**src/rtl/source_detector.sv**
```systemverilog
// Gap-length detector: flags 1s separated by 1, 2 or 3 zeros with a registered 2-bit code.
// Build option SOURCE_OVERLAP_EN: when defined, the closing 1 of a detection also opens the next pattern.
//
// state | meaning
// IDLE  | no 1 seen yet, or last pattern consumed
// ONE   | last sampled bit was 1
// Z1    | one zero since the last 1
// Z2    | two zeros since the last 1
// Z3    | three zeros since the last 1
// ZL    | four or more zeros, gap too long to detect
module source_detector (
  input  logic       clk,
  input  logic       rst,
  input  logic       x,
  output logic [1:0] y
);

  typedef enum logic [2:0] {
    IDLE = 3'd0,
    ONE  = 3'd1,
    Z1   = 3'd2,
    Z2   = 3'd3,
    Z3   = 3'd4,
    ZL   = 3'd5
  } state_t;

`ifdef SOURCE_OVERLAP_EN
  localparam state_t DET_NEXT = ONE;
`else
  localparam state_t DET_NEXT = IDLE;
`endif

  localparam logic [1:0] CODE_NONE = 2'b00;
  localparam logic [1:0] CODE_G1   = 2'b01;
  localparam logic [1:0] CODE_G2   = 2'b10;
  localparam logic [1:0] CODE_G3   = 2'b11;

  state_t     state_q, state_d;
  logic [1:0] y_q, y_d;

  always_comb begin
    state_d = state_q;
    y_d     = CODE_NONE;
    case (state_q)
      IDLE: state_d = x ? ONE : IDLE;
      ONE:  state_d = x ? ONE : Z1;
      Z1: begin
        if (x) begin
          state_d = DET_NEXT;
          y_d     = CODE_G1;
        end else begin
          state_d = Z2;
        end
      end
      Z2: begin
        if (x) begin
          state_d = DET_NEXT;
          y_d     = CODE_G2;
        end else begin
          state_d = Z3;
        end
      end
      Z3: begin
        if (x) begin
          state_d = DET_NEXT;
          y_d     = CODE_G3;
        end else begin
          state_d = ZL;
        end
      end
      ZL:      state_d = x ? ONE : ZL;
      // unused encodings recover to IDLE
      default: state_d = IDLE;
    endcase
  end

  always_ff @(posedge clk or negedge rst) begin
    if (!rst) begin
      state_q <= IDLE;
      y_q     <= CODE_NONE;
    end else begin
      state_q <= state_d;
      y_q     <= y_d;
    end
  end

  assign y = y_q;

endmodule

```
**config.mk**
```make
export PLATFORM = sky130hd
export DESIGN_NAME = source_detector
export DESIGN_NICKNAME = d
export VERILOG_FILES = /design/src/rtl/source_detector.sv
export SDC_FILE = /design/constraint.sdc
export NUM_CORES = 1
export LEC_CHECK = 0
export BUFFER_PORTS_ARGS = -buffer_cell sky130_fd_sc_hd__buf_4
export CORE_AREA = 2 2 39 41
export DETAILED_ROUTE_END_ITERATION = 7
export DIE_AREA = 0 0 41 43
export HOLD_SLACK_MARGIN = 0.08
export SYNTH_ARGS = -nofsm -noshare
export SYNTH_HDL_FRONTEND = slang
export SYNTH_SLANG_ARGS = --single-unit
export TNS_END_PERCENT = 50
```
**constraint.sdc**
```tcl
create_clock -name clk -period 1 [get_ports clk]
set_input_delay 0.15 -clock clk [delete_from_list [all_inputs] [get_ports clk]]
set_output_delay 0.15 -clock clk [all_outputs]
set_load 0.01 [all_outputs]
```
Yosys cells after proc, flatten, opt, wreduce, memory -nomap -nowiden
Index checks and enable logic that the tools add are counted.
Widths: inputs -> output; s select.
{"block": "totals", "n_memories": 0, "reg_bits": 5, "inputBits": 3, "latch_bits": 0, "ram_bits": 0, "output_inout_bits": 2, "romBits": 0}
{"block": "op_classes", "n_eq_ne": 5, "shift": 0, "multipliers": 0, "order_cmp": 0, "bitwise": 0, "add_sub_neg": 0, "reduce_logical": 1, "n_mux": 11, "div_mod_pow": 0}
{"op": "$pmux 3 s6", "count": 1}
{"op": "$mux 3", "count": 3}
{"op": "$mux 2", "count": 4}
{"op": "$eq 3x2->1 const B", "count": 2}
{"op": "$eq 3x3->1 const B", "count": 2}
{"op": "$pmux 2 s3", "count": 1}
{"op": "$eq 3x1->1 const B", "count": 1}
{"op": "$logic_not 3->1", "count": 1}
{"op": "$mux 1", "count": 2}

Longest topological paths before layout
{"block": "logic_depth", "ltp_word": 2, "depth_mapped": 3, "mapped_depth_nobuf": 2}

Least setup slack after synthesis
OpenSTA, ideal clock, no wires.
{"block": "synth_path", "kind": "flip-flop to flip-flop", "start": "register state_q[2]", "end": "register state_q[0]", "n_path_buf": 0, "stages_incl_launch_ff": 3, "arrival_ns": 0.993, "required_time_ns": 0.905, "path_slack_ns": -0.089, "setup_ns": 0.095, "period_less_slack_ns": 1.089, "path_cell_list": "dfrtp_1 -> or4b_1 -> o31ai_1"}
{"block": "synth_via", "elab_chain_len": 2}
{"element": "start: declaration", "line": "38", "text": "state_t state_q, state_d;"}
{"element": "start signal: assignment", "line": "82", "text": "state_q <= state_d;"}
{"element": "$eq 3x3->1 (tied with other cells)", "line": "44", "text": "case (state_q)"}
{"element": "$pmux 3 s6 (*)", "line": "44"}
{"element": "via state_d[0]", "line": "38"}
Mark *: on every way through the listed nets, which the timed path passes. The rest lies on a longest branch.

Worst setup path in the final report
{"block": "layout_path", "start": "register state_q[0]", "end": "register state_q[0]"}
The elaborated chain is that of the path after synthesis.

==> reports/qor.yml <==
outcome: "finished, violations left"
violations: "setup timing"
grt_overflow: 0
peakVddDrop_uv: 1040
grt_max_degree: 6
syn_avg_cell_area_um2: 11.9
yosysWarnings: 0
dieHeight_um: 43
grt_pass1_vias: 193
drt_first_pass_iters: 3
diodes: 0
dp_slack_ns: -0.110
io_pins: 5
worst_path_max_delay_cell: "or4b_1"
cts_tree: "yes"
regArea_um2: 125
crit_chain: "or4b_1, o31ai_1"
drt_wl_total_um: 492
antenna_found_initial: 0
grt_pass1_wl_um: 807
drc: 0
max_cap_violations: 0
dieArea_um2: 1760
crit_required_ns: 1.14
areaGrowthSynthToFinish_pct: 62.8
clk_path_buf_depth: 2
path_clk_slew_ns: 0.05
wl_per_cell_um: 9.84
viasPerCell: 4.24
vias: 212
ys_seq_elements: 5
cp-start-kind: "register"
dr.first_iter.drc_count: 2
die_w_um: 41
worst_slew_pin_slew_ns: 0.213
numCtsBuffers: 3
finalPower_mw: 0.953
cp-end-kind: "register"
yosysUniqueCellTypes: 14
synth_cells: 19
gp_congestion: 0.789
cp_top_family: "simple AND/OR/NAND/NOR gates"
port-buffer-count: 4
fin_skew_ns: 0.00545
finalHoldViolCount: 0
fill_cells: 141
core-area_um2: 1380
nNetsFinal: 38
max_stage_delay_ns: 0.52
postRouteAntennaNets: 0
clock_sinks: 5
pwr_density_cell_nw_per_um2: 2600
timing.final.max_slew_violations: 0
cp.arrival_ns: 1.27
netlist_area_um2: 225
place_inst: 44
postLayoutCoreUtil_pct: 26.5
multiInputGateArea_um2: 98.8
rsz0062_at_grt: "true"
yosysSeqAreaShare_pct: 55.6
final_cells: 50
dpl_cell_area_um2: 315
root_buffer: "clkbuf_4"
drive_gt1_share_pct: 44.1
start_util_pct: 16.3
synth.net_count: 22
clk_latency_ns: 0.24
critical_path_class: "reg -> reg"
worstHoldPathType: "in -> reg"
cp_max_fo: 5
cts_max_level: 1
fin_crit_sh_pct: 112
postLayoutCellArea_um2: 367
leakage_nw: 0.168
place_hpwl_um: 361
layout_commonest_cell: "buf_4"
crit_buf_inv: 0
worst_slack_ns: -0.122
fmax_mhz: 891
final_cell_mix: "10 x buf_4, 5 x dfrtp_1, 3 x clkbuf_4, 2 x xnor2_1"
setup_viol: 2
finalCriticalPeriod_ns: 1.12
row_count: 14
max_slew_margin_pct: 85.7
track_usage_pct: 7.56
## flip-flops by register name (all words and copies together), names as in the netlist
| register | count |
|---|---|
| state_q | 3 |
| y | 2 |
## cell families (layout without fill, tap and decap cells)
group                  after synthesis  in the layout  synth area share, %
buffers and inverters                1             16                 2.22
flip-flops                           5              5                 55.6
AO/OA/AOI/OAI                        3              3                 8.89
AND/OR/NAND/NOR                      8              8                 25.6
XOR/XNOR                             2              2                 7.78
## per-layer routing
metal	vias up	part of all wire, %	GRT usage (%)
met1	103	42	8.79
li1	100	-	-
met2	9	47	9.38
met3	0	11	9.42
met5	-	0	0
met4	0	0	0
## worst reg2reg max path, cell delays in order, from the launching register on
cell and delay (ns):
dfrtp_1 0.42, or4b_1 0.52, o31ai_1 0.09
## cell usage after synthesis, drive strengths merged
cell	instances	area, um^2
nor2	1	3.75
or3b	1	8.76
dfrtp	5	125
a21boi	1	7.51
a21oi	1	5.00
nor3b	1	7.51
nand3b	1	7.51
xnor2	2	17.5
nand2b	1	6.26
nor3	1	5.00
buf	1	5.00
o31ai	1	7.51
and3b	1	8.76
or4b	1	10.0
## what timing repair did
item                                   4_1_cts  5_1_grt
pin swaps                                    1        1
setup buffers                                1        0
endpoints found under the hold margin        5        0
setup endpoints to repair                    2        3
hold buffers                                 1        0
resized for setup                            0        2
## worst paths after layout
kind,start,endpoint,slack [ns],cells past startpoint
worst max-delay path,state_q[0],state_q[0],-0.12,2
worst min-delay path,x,y[0],0.19,2
worst max register to register,state_q[0],state_q[0],-0.12,2
worst min register to register,state_q[0],y[0],0.52,1
max in group asynchronous,rst,state_q[1],0.63,2
min in group asynchronous,rst,y[1],0.25,2
## area by class of cell
class | count | area share (%)
clock buffers | 4 | 7.17
multi-input cells | 13 | 27.0
flip-flops and latches | 5 | 34.1
well taps | 16 | 5.46
repair buffers | 12 | 26.3
## report_power, final
| part | total, mW | leakage, nW | internal [mW] | switching [mW] |
|---|---|---|---|---|
| clock network | 0.234 | 0.0150 | 0.151 | 0.0834 |
| logic | 0.387 | 0.0869 | 0.252 | 0.135 |
| registers | 0.331 | 0.0661 | 0.270 | 0.0617 |
## per-stage QoR
stage | setup TNS, ns | hold WS, ns
6_report | -0.129 | 0.189
5_1_grt | -0.202 | 0.180
4_1_cts | -0.119 | 0.182
3_5_place_dp | -0.127 | -0.0401
3_3_place_gp | -0.0730 | -0.0434
2_1_floorplan | -0.0733 | -0.146
No activity file was read; power rests on OpenSTA's default activity.
